`src/rtl/vec_mem_sequencer.sv`:
```
// Vector memory sequencer: splits one LANES-wide vector load/store into LANES
// consecutive single-word accesses on a synchronous word memory.
module vec_mem_sequencer #(
    parameter int unsigned LANES = 16,
    parameter int unsigned AW    = 21,
    parameter int unsigned DW    = 32
) (
    input  logic                      clk,
    input  logic                      rst,
    input  logic                      req,
    input  logic                      we,
    input  logic [AW-1:0]             addr,
    input  logic [LANES-1:0][DW-1:0]  wdata,
    output logic [LANES-1:0][DW-1:0]  rdata,
    output logic                      busy,
    output logic                      done,
    output logic                      mem_en,
    output logic                      mem_we,
    output logic [AW-1:0]             mem_addr,
    output logic [DW-1:0]             mem_wdata,
    input  logic [DW-1:0]             mem_rdata
);

    localparam int unsigned CntW = (LANES > 1) ? $clog2(LANES) : 1;
    localparam logic [CntW-1:0] LastLane = CntW'(LANES - 1);
    localparam logic [CntW-1:0] CntOne   = CntW'(1);

    typedef enum logic [1:0] {
        StIdle,
        StIssue,
        StDrain,
        StDone
    } stateT;

    stateT                     stateQ, stateD;
    logic [CntW-1:0]           cntQ, cntD;
    logic [AW-1:0]             baseQ;
    logic                      weQ;
    logic [LANES-1:0][DW-1:0]  wdataQ;
    logic [LANES-1:0][DW-1:0]  rdataQ;
    logic                      accept;
    logic                      capture;
    logic [CntW-1:0]           capLane;

    always_ff @(posedge clk or negedge rst) begin
        if (!rst) begin
            stateQ <= StIdle;
            cntQ   <= '0;
        end else begin
            stateQ <= stateD;
            cntQ   <= cntD;
        end
    end

    // Memory-side outputs are decoded from state so reset silences them at once.
    always_comb begin
        stateD    = stateQ;
        cntD      = cntQ;
        accept    = 1'b0;
        busy      = 1'b0;
        done      = 1'b0;
        mem_en    = 1'b0;
        mem_we    = 1'b0;
        mem_addr  = '0;
        mem_wdata = '0;
        unique case (stateQ)
            StIdle: begin
                if (req) begin
                    accept = 1'b1;
                    cntD   = '0;
                    stateD = StIssue;
                end
            end
            StIssue: begin
                busy      = 1'b1;
                mem_en    = 1'b1;
                mem_we    = weQ;
                mem_addr  = baseQ + AW'(cntQ);
                mem_wdata = wdataQ[cntQ];
                cntD      = cntQ + CntOne;
                if (cntQ == LastLane) begin
                    stateD = weQ ? StDone : StDrain;
                end
            end
            StDrain: begin
                busy   = 1'b1;
                stateD = StDone;
            end
            StDone: begin
                done   = 1'b1;
                stateD = StIdle;
            end
            default: stateD = StIdle;
        endcase
    end

    always_ff @(posedge clk or negedge rst) begin
        if (!rst) begin
            baseQ  <= '0;
            weQ    <= 1'b0;
            wdataQ <= '0;
        end else if (accept) begin
            baseQ  <= addr;
            weQ    <= we;
            wdataQ <= wdata;
        end
    end

    // Read data trails the issue by one cycle: lane cnt-1 returns while lane cnt
    // is being issued, and the last lane returns during DRAIN.
    always_comb begin
        capture = 1'b0;
        capLane = cntQ - CntOne;
        if (!weQ) begin
            if (stateQ == StIssue && cntQ != '0) begin
                capture = 1'b1;
            end else if (stateQ == StDrain) begin
                capture = 1'b1;
                capLane = LastLane;
            end
        end
    end

    always_ff @(posedge clk or negedge rst) begin
        if (!rst) begin
            rdataQ <= '0;
        end else if (capture) begin
            rdataQ[capLane] <= mem_rdata;
        end
    end

    assign rdata = rdataQ;

endmodule

```
`config.mk`:
```
export PLATFORM = sky130hd
export DESIGN_NAME = vec_mem_sequencer
export DESIGN_NICKNAME = d
export VERILOG_FILES = /design/src/rtl/vec_mem_sequencer.sv
export SDC_FILE = /design/constraint.sdc
export NUM_CORES = 1
export LEC_CHECK = 0
export ABC_AREA = 0
export BUFFER_PORTS_ARGS = -buffer_cell sky130_fd_sc_hd__buf_4
export CAP_MARGIN = 25
export CORE_AREA = 5 5 442 444
export CTS_CLUSTER_DIAMETER = 60
export DETAILED_ROUTE_END_ITERATION = 10
export DIE_AREA = 0 0 447 449
export GPL_TIMING_DRIVEN = 0
export HOLD_SLACK_MARGIN = 0.1
export PLACE_DENSITY = 0.44
export SLEW_MARGIN = 25
export SYNTH_ARGS = -nofsm -noshare
export SYNTH_HDL_FRONTEND = slang
export SYNTH_SLANG_ARGS = --single-unit
```
`constraint.sdc`:
```
create_clock -name clk -period 7.3 [get_ports clk]
set_clock_uncertainty 0.1 [all_clocks]
set_input_delay 1.46 -clock clk [delete_from_list [all_inputs] [get_ports clk]]
set_output_delay 1.46 -clock clk [all_outputs]
set_load 0.01 [all_outputs]
```
==> run summary, run 1 <==
Status - completed
Post-Syn Area - 43900 sq um
DRT Pass-1 Iters - 4
P&R area growth vs syn - 38.3%
Largest net degree at the start of global routing - 130
DRT antenna net count - 0
Sw Ratio - 0.350
Post-DP HPWL - 154000 microns
Setup Viol. Count Final - 0
CTS resizes - 0
Max-cap check violation count - 0
Clk_lat worst skew - 0.77 ns
CTS root buf - clkbuf_16
Vias post-DR - 28900
PD cells - 484 nW/um^2
CP Capture Type - output pin
Power share of the combinational group - 0.406
Post-CTS Setup Bufs - 0
GRT Util Overall - 0.192
Sequential cell area fraction in the yosys report - 0.600
Post-place setup slack - 1.06 ns
Total global routing overflow - 0
Critical path type - flop to output pin
Worst Setup Start Kind - flop
Fin. max-slew vios - 0
NetSw - 10300 uW
Vias in the first global route - 31400
Total CTS buffers - 142
Die H - 449 microns
Maximum fanout along the worst path - 10
Syn Area/Cell - 16.4 sq um
Clock transition at path regs - 0.06 ns
Kind of cell adding the most delay to the critical path - buffers and inverters
IO Pins - 1138
Required time worst endpoint - 5.74 ns
WL final - 196000 microns
Final Cycle Share - 0.893
Critical-path cell list - clkbuf_1 -> clkbuf_2 -> clkbuf_1 -> mux4_2 -> mux2i_1 -> o22ai_1 -> buf_4
Largest cells by area after synthesis - dfrtp_1 60%, mux2_2 25%, mux4_2 6.6%
Worst VDD drop - 0.204 mV
Synthesized-area fraction occupied by adder cells - 0.00331
Initial antenna violation count - 59
Final Wtd Congestion - 0.807
Share of layout cells above drive strength 1 - 0.631
Primary FF master, synth - dfrtp_1
Drt wl/cell - 29.6 microns
Core area - 191000 sq um
Clk sink count - 1052
Fraction of the mapped netlist area in simple logic gates - 0.0111
Post-synth EDFFs - 0
CTS tree - built
First-pass GRT wire length - 268000 microns
Nets - 4555
Leading area contributor after synthesis - dfrtp_1
Tightest hold margin - 0.385 ns
Vias per cell - 4.36
Slowest Stage Delay on Critical Path - 0.77 ns
Slowest CP cell - clkbuf_1
Compound-Gate Fraction of Synth Area - 0.0142
Internal Power - 19100 uW
Count of hold-fix buffers inserted at cts - 0
Arrival time of the worst setup path - 4.96 ns
Drt drc - 0
Slew Limit Headroom - 0.288
Sequential power share - 0.358
Post-layout min period - 6.52 ns
Worst path bufs/invs - 4
Initial Utilization - 0.230
Netlist cell types - 57
Unrepaired setup endpoints after global routing - no
Synth Warn # - 0
HP Class - flop to flop
CP dominant cell by count - clkbuf_1
Die W - 447 microns
DRT iter0 DRCs - 1214
Clock power share - 0.236
Fill count - 19300
Synth top area share - 0.600
Gate Count Post-Synth - 2683
Leakage - 0.0269 uW
Design area - 60700 sq um
#FFs+latches synth - 1052
Synth Area in XOR/XNOR - 0.00140
Worst-margin pin slew - 1.07 ns
Main combinational cell family by area after synthesis - multiplexers
Placement Rows - 161
Syn_nets - 3263
Multiplexer share of the synthesized area - 0.349
Final setup margin - 0.781 ns
Fmax - 0.153 GHz
Clock buffer depth - 3
Placed cell areas - 55900 sq um
Ys async rst share - 1.00
H-tree depth - 4
DIE AREA - 201000 sq um
IO buf count - 1137
Final Hold Vio Count - 0
==> kinds of logic (layout without fill, tap and decap cells) <==
family,after synthesis,count (layout)
adders and majority gates,11,11
xor gates and xnor gates,7,7
DFF,1052,1052
buffers and inverters,199,1594
and+or+nand+nor,86,86
AOI/OAI and AO/OA,88,88
muxes,1240,1240
other,0,32
==> final cells by class <==
class	count	area, sq um	share of cell area
tap	2526	3160	0.0521
sequential	1052	26300	0.434
clock inverter	53	684	0.0113
clock buffer	194	3980	0.0656
inverter	7	26.3	0.000433
multi-input combinational	1432	16700	0.275
antenna	32	80.1	0.00132
timing repair buffer	1148	8850	0.146
buffer	192	911	0.0150
==> cell usage after synthesis (2+ instances only) <==
| cell type | number |
|---|---|
| nor4_1 | 3 |
| o41ai_1 | 2 |
| xor2_1 | 3 |
| and2_1 | 3 |
| nor2_1 | 10 |
| nor2b_1 | 3 |
| clkbuf_1 | 116 |
| a21oi_1 | 14 |
| buf_1 | 11 |
| buf_4 | 3 |
| nand4_1 | 2 |
| o21ai_0 | 12 |
| o21ai_1 | 4 |
| ha_1 | 10 |
| or4_1 | 5 |
| and4_1 | 2 |
| or3_1 | 6 |
| nand3_1 | 12 |
| dfrtp_1 | 1052 |
| a21o_1 | 2 |
| xnor2_1 | 4 |
| nand2_1 | 16 |
| mux2i_1 | 66 |
| inv_1 | 6 |
| o22ai_1 | 32 |
| a21boi_4 | 4 |
| a22o_1 | 2 |
| mux2_2 | 982 |
| buf_6 | 12 |
| buf_2 | 49 |
| o31ai_1 | 4 |
| mux4_2 | 128 |
| nand2b_1 | 8 |
| and3_1 | 9 |
| mux2_1 | 64 |
==> state kept, by name, summed over array words and instances, names as in the netlist <==
register,flops
cntQ,4
rdata,512
stateQ,2
wdataQ,512
baseQ,21
weQ,1
==> final timing paths <==
path | endpoint | from | slack, ns | depth (start not counted)
max in group asynchronous | wdataQ[490] | rst | 4.41 | 4
worst max-delay path | mem_wdata[8] | cntQ[1] | 0.78 | 7
worst max register to register | rdata[210] | cntQ[1] | 2.48 | 11
worst min-delay path | rdata[9] | rdata[9] | 0.38 | 1
min in group asynchronous | rdata[336] | rst | 0.50 | 1
worst min register to register | rdata[9] | rdata[9] | 0.38 | 1
==> stage by stage <==
| stage | std cells | util | power (uW) | TNS (ns) |
|---|---|---|---|---|
| 4_1_cts | 6604 | 0.317 | 30100 | 0 |
| 5_1_grt | 6617 | 0.317 | 31100 | 0 |
| 3_3_place_gp | 6346 | 0.291 | 22800 | -9586.17 |
| 3_5_place_dp | 6357 | 0.293 | 23000 | 0 |
| 6_report | 6636 | 0.317 | 29400 | 0 |
| 2_1_floorplan | 2683 | - | 16300 | 0 |
==> metal layers <==
metal	up-vias	part of all wire	global-route usage
li1	12500	-	-
met1	15200	0.35	0.201
met2	923	0.53	0.355
met3	283	0.080	0.0674
met4	48	0.035	0.0674
met5	-	0.0017	0
==> worst register-to-register path: stages (launching register included) <==
cell	delay [ns]
dfrtp_1	0.46
clkbuf_1	0.65
clkbuf_2	0.54
clkbuf_2	0.52
inv_1	0.10
ha_1	0.19
clkbuf_2	0.17
xor2_1	0.25
o211a_1	0.27
nand3_1	0.60
buf_2	0.48
mux2_1	0.36
==> cells in the final DEF, fill, tap and decap left out, types with 32 or more instances in the layout <==
cell,netlist,layout
mux2_2,982,982
o22ai_1,32,32
mux4_2,128,128
clkbuf_1,116,129
diode_2,0,32
mux2i_1,66,63
buf_4,3,1139
clkbuf_16,0,143
dfrtp_1,1052,1052
buf_2,49,53
mux2_1,64,64
==> power groups by stage <==
stage	Clock [uW]	Combinational, uW	Sequential [uW]
detailed placement	0	12300	10600
finish	6930	11900	10500
floorplan	0	5610	10700
CTS	7180	12300	10500
global placement	0	12200	10600
global route	7420	12800	10900
Note: power is estimated with default switching activity, not from simulation.
==> run 2, diff against run 1 <==
--- a/config.mk
+++ b/config.mk
@@ -9,6 +9,7 @@
 export BUFFER_PORTS_ARGS = -buffer_cell sky130_fd_sc_hd__buf_4
 export CAP_MARGIN = 25
 export CORE_AREA = 5 5 442 444
+export CTS_BUF_LIST = sky130_fd_sc_hd__clkbuf_16
 export CTS_CLUSTER_DIAMETER = 60
 export DETAILED_ROUTE_END_ITERATION = 10
 export DIE_AREA = 0 0 447 449
==> run 2 against run 1 <==
Against the previous run:
- register-to-register slack gained 0.02 ns
- utilization shrank 0.12 points
- via count grew 0.18%
- critical path type unchanged
- largest cell class unchanged
- highest routed layer unchanged
==> run summary, run 2 (synthesis results as in run 1) <==
CTS root buf - clkbuf_16
Final Cycle Share - 0.895
DRT antenna net count - 0
NetSw - 10300 uW
Sw Ratio - 0.353
Die W - 447 microns
DIE AREA - 201000 sq um
Leakage - 0.0269 uW
WL final - 196000 microns
Final Wtd Congestion - 0.807
DRT iter0 DRCs - 1191
Clk sink count - 1052
Util after Layout - 0.316
Vias post-DR - 29000
First-pass GRT wire length - 268000 microns
Most frequent cells in the layout - 1139 x buf_4, 1052 x dfrtp_1, 982 x mux2_2, 143 x clkbuf_16, 128 x mux4_2
H-tree depth - 4
Final Hold Vio Count - 0
Slew Limit Headroom - 0.287
Register area - 26300 sq um
Post-CTS Setup Bufs - 0
Setup Viol. Count Final - 0
Required time worst endpoint - 5.74 ns
Post-layout min period - 6.53 ns
Total global routing overflow - 0
Vias per cell - 4.37
Sequential power share - 0.362
Initial antenna violation count - 59
PD cells - 481 nW/um^2
Vias in the first global route - 31400
Commonest non-fill, non-tap cell in the layout - buf_4
Area of the multi-input gates - 16700 sq um
Worst-margin pin slew - 1.07 ns
P&R area growth vs syn - 37.8%
IO Pins - 1138
Power share of the combinational group - 0.409
Final setup margin - 0.769 ns
Slowest Stage Delay on Critical Path - 0.72 ns
GRT Util Overall - 0.192
Internal Power - 18800 uW
Placement Rows - 161
Core area - 191000 sq um
Maximum fanout along the worst path - 10
Critical-path cell list - clkbuf_1 -> clkbuf_2 -> clkbuf_1 -> mux4_2 -> mux2i_1 -> o22ai_1 -> buf_4
IO buf count - 1137
Total CTS buffers - 142
Fill count - 19300
Post-place setup slack - 1.06 ns
CTS resizes - 0
Slowest CP cell - clkbuf_1
Drt wl/cell - 29.6 microns
CP dominant cell by count - clkbuf_1
Clock power share - 0.229
Drt drc - 0
Placed cell areas - 55900 sq um
Post-DP HPWL - 154000 microns
Worst VDD drop - 0.203 mV
Count of hold-fix buffers inserted at cts - 0
HP Class - flop to flop
Clock transition at path regs - 0.06 ns
CP Capture Type - output pin
Fmax - 0.153 GHz
Share of layout cells above drive strength 1 - 0.626
Clk_lat worst skew - 0.77 ns
Die H - 449 microns
Critical path type - flop to output pin
Arrival time of the worst setup path - 4.97 ns
Status - completed
Initial Utilization - 0.230
Design area - 60500 sq um
Unrepaired setup endpoints after global routing - no
DRT Pass-1 Iters - 5
Largest net degree at the start of global routing - 130
Max-cap check violation count - 0
Nets - 4555
Fin. max-slew vios - 0
CTS tree - built
Clock buffer depth - 3
Worst Setup Start Kind - flop
## run 2: power groups by stage
stage	clock network, uW	registers [uW]	logic (uW)
CTS	6910	10500	12300
global placement	0	10600	12200
finish	6660	10500	11900
floorplan	0	10700	5610
detailed placement	0	10600	12300
global route	7150	10900	12800
## run 2: path summary, 6_finish.rpt
check	endpoint	cells after the start	start	slack (ns)
worst max-delay path	mem_wdata[24]	7	cntQ[1]	0.77
worst min-delay path	rdata[9]	1	rdata[9]	0.38
worst max register to register	rdata[210]	11	cntQ[1]	2.50
worst min register to register	rdata[9]	1	rdata[9]	0.38
max in group asynchronous	wdataQ[176]	4	rst	4.41
min in group asynchronous	rdata[270]	1	rst	0.50
## run 2: layout make-up
cell class                 count  area share
clock inverter               104      0.0145
multi-input combinational   1432       0.276
tap                         2526      0.0523
timing repair buffer        1148       0.146
clock buffer                 143      0.0592
buffer                       192      0.0151
inverter                       7    0.000435
antenna                       28     0.00116
sequential                  1052       0.435
## run 2: layer usage
layer  vias up  GRT usage  share of wire
li1      12500          -              -
met1     15200      0.201           0.35
met4        48     0.0671          0.033
met3       281     0.0677          0.079
met5         -          0         0.0017
met2       932      0.355           0.53
## run 2: critical path: cells and delay by family (launching register included)
| kind | cells | cell delay, ns |
|---|---|---|
| muxes | 2 | 1.09 |
| AOI/OAI and AO/OA | 1 | 0.44 |
| DFF | 1 | 0.46 |
| buffers and inverters | 4 | 2.18 |
## run 2: stage by stage
step           hold WS (ns)  total power, uW  std cells  setup TNS [ns]
2_1_floorplan         0.374            16300       2683               0
3_3_place_gp          0.369            22800       6346        -9586.17
3_5_place_dp          0.376            23000       6357               0
4_1_cts               0.389            29800       6604               0
5_1_grt               0.400            30800       6617               0
6_report              0.385            29100       6632               0
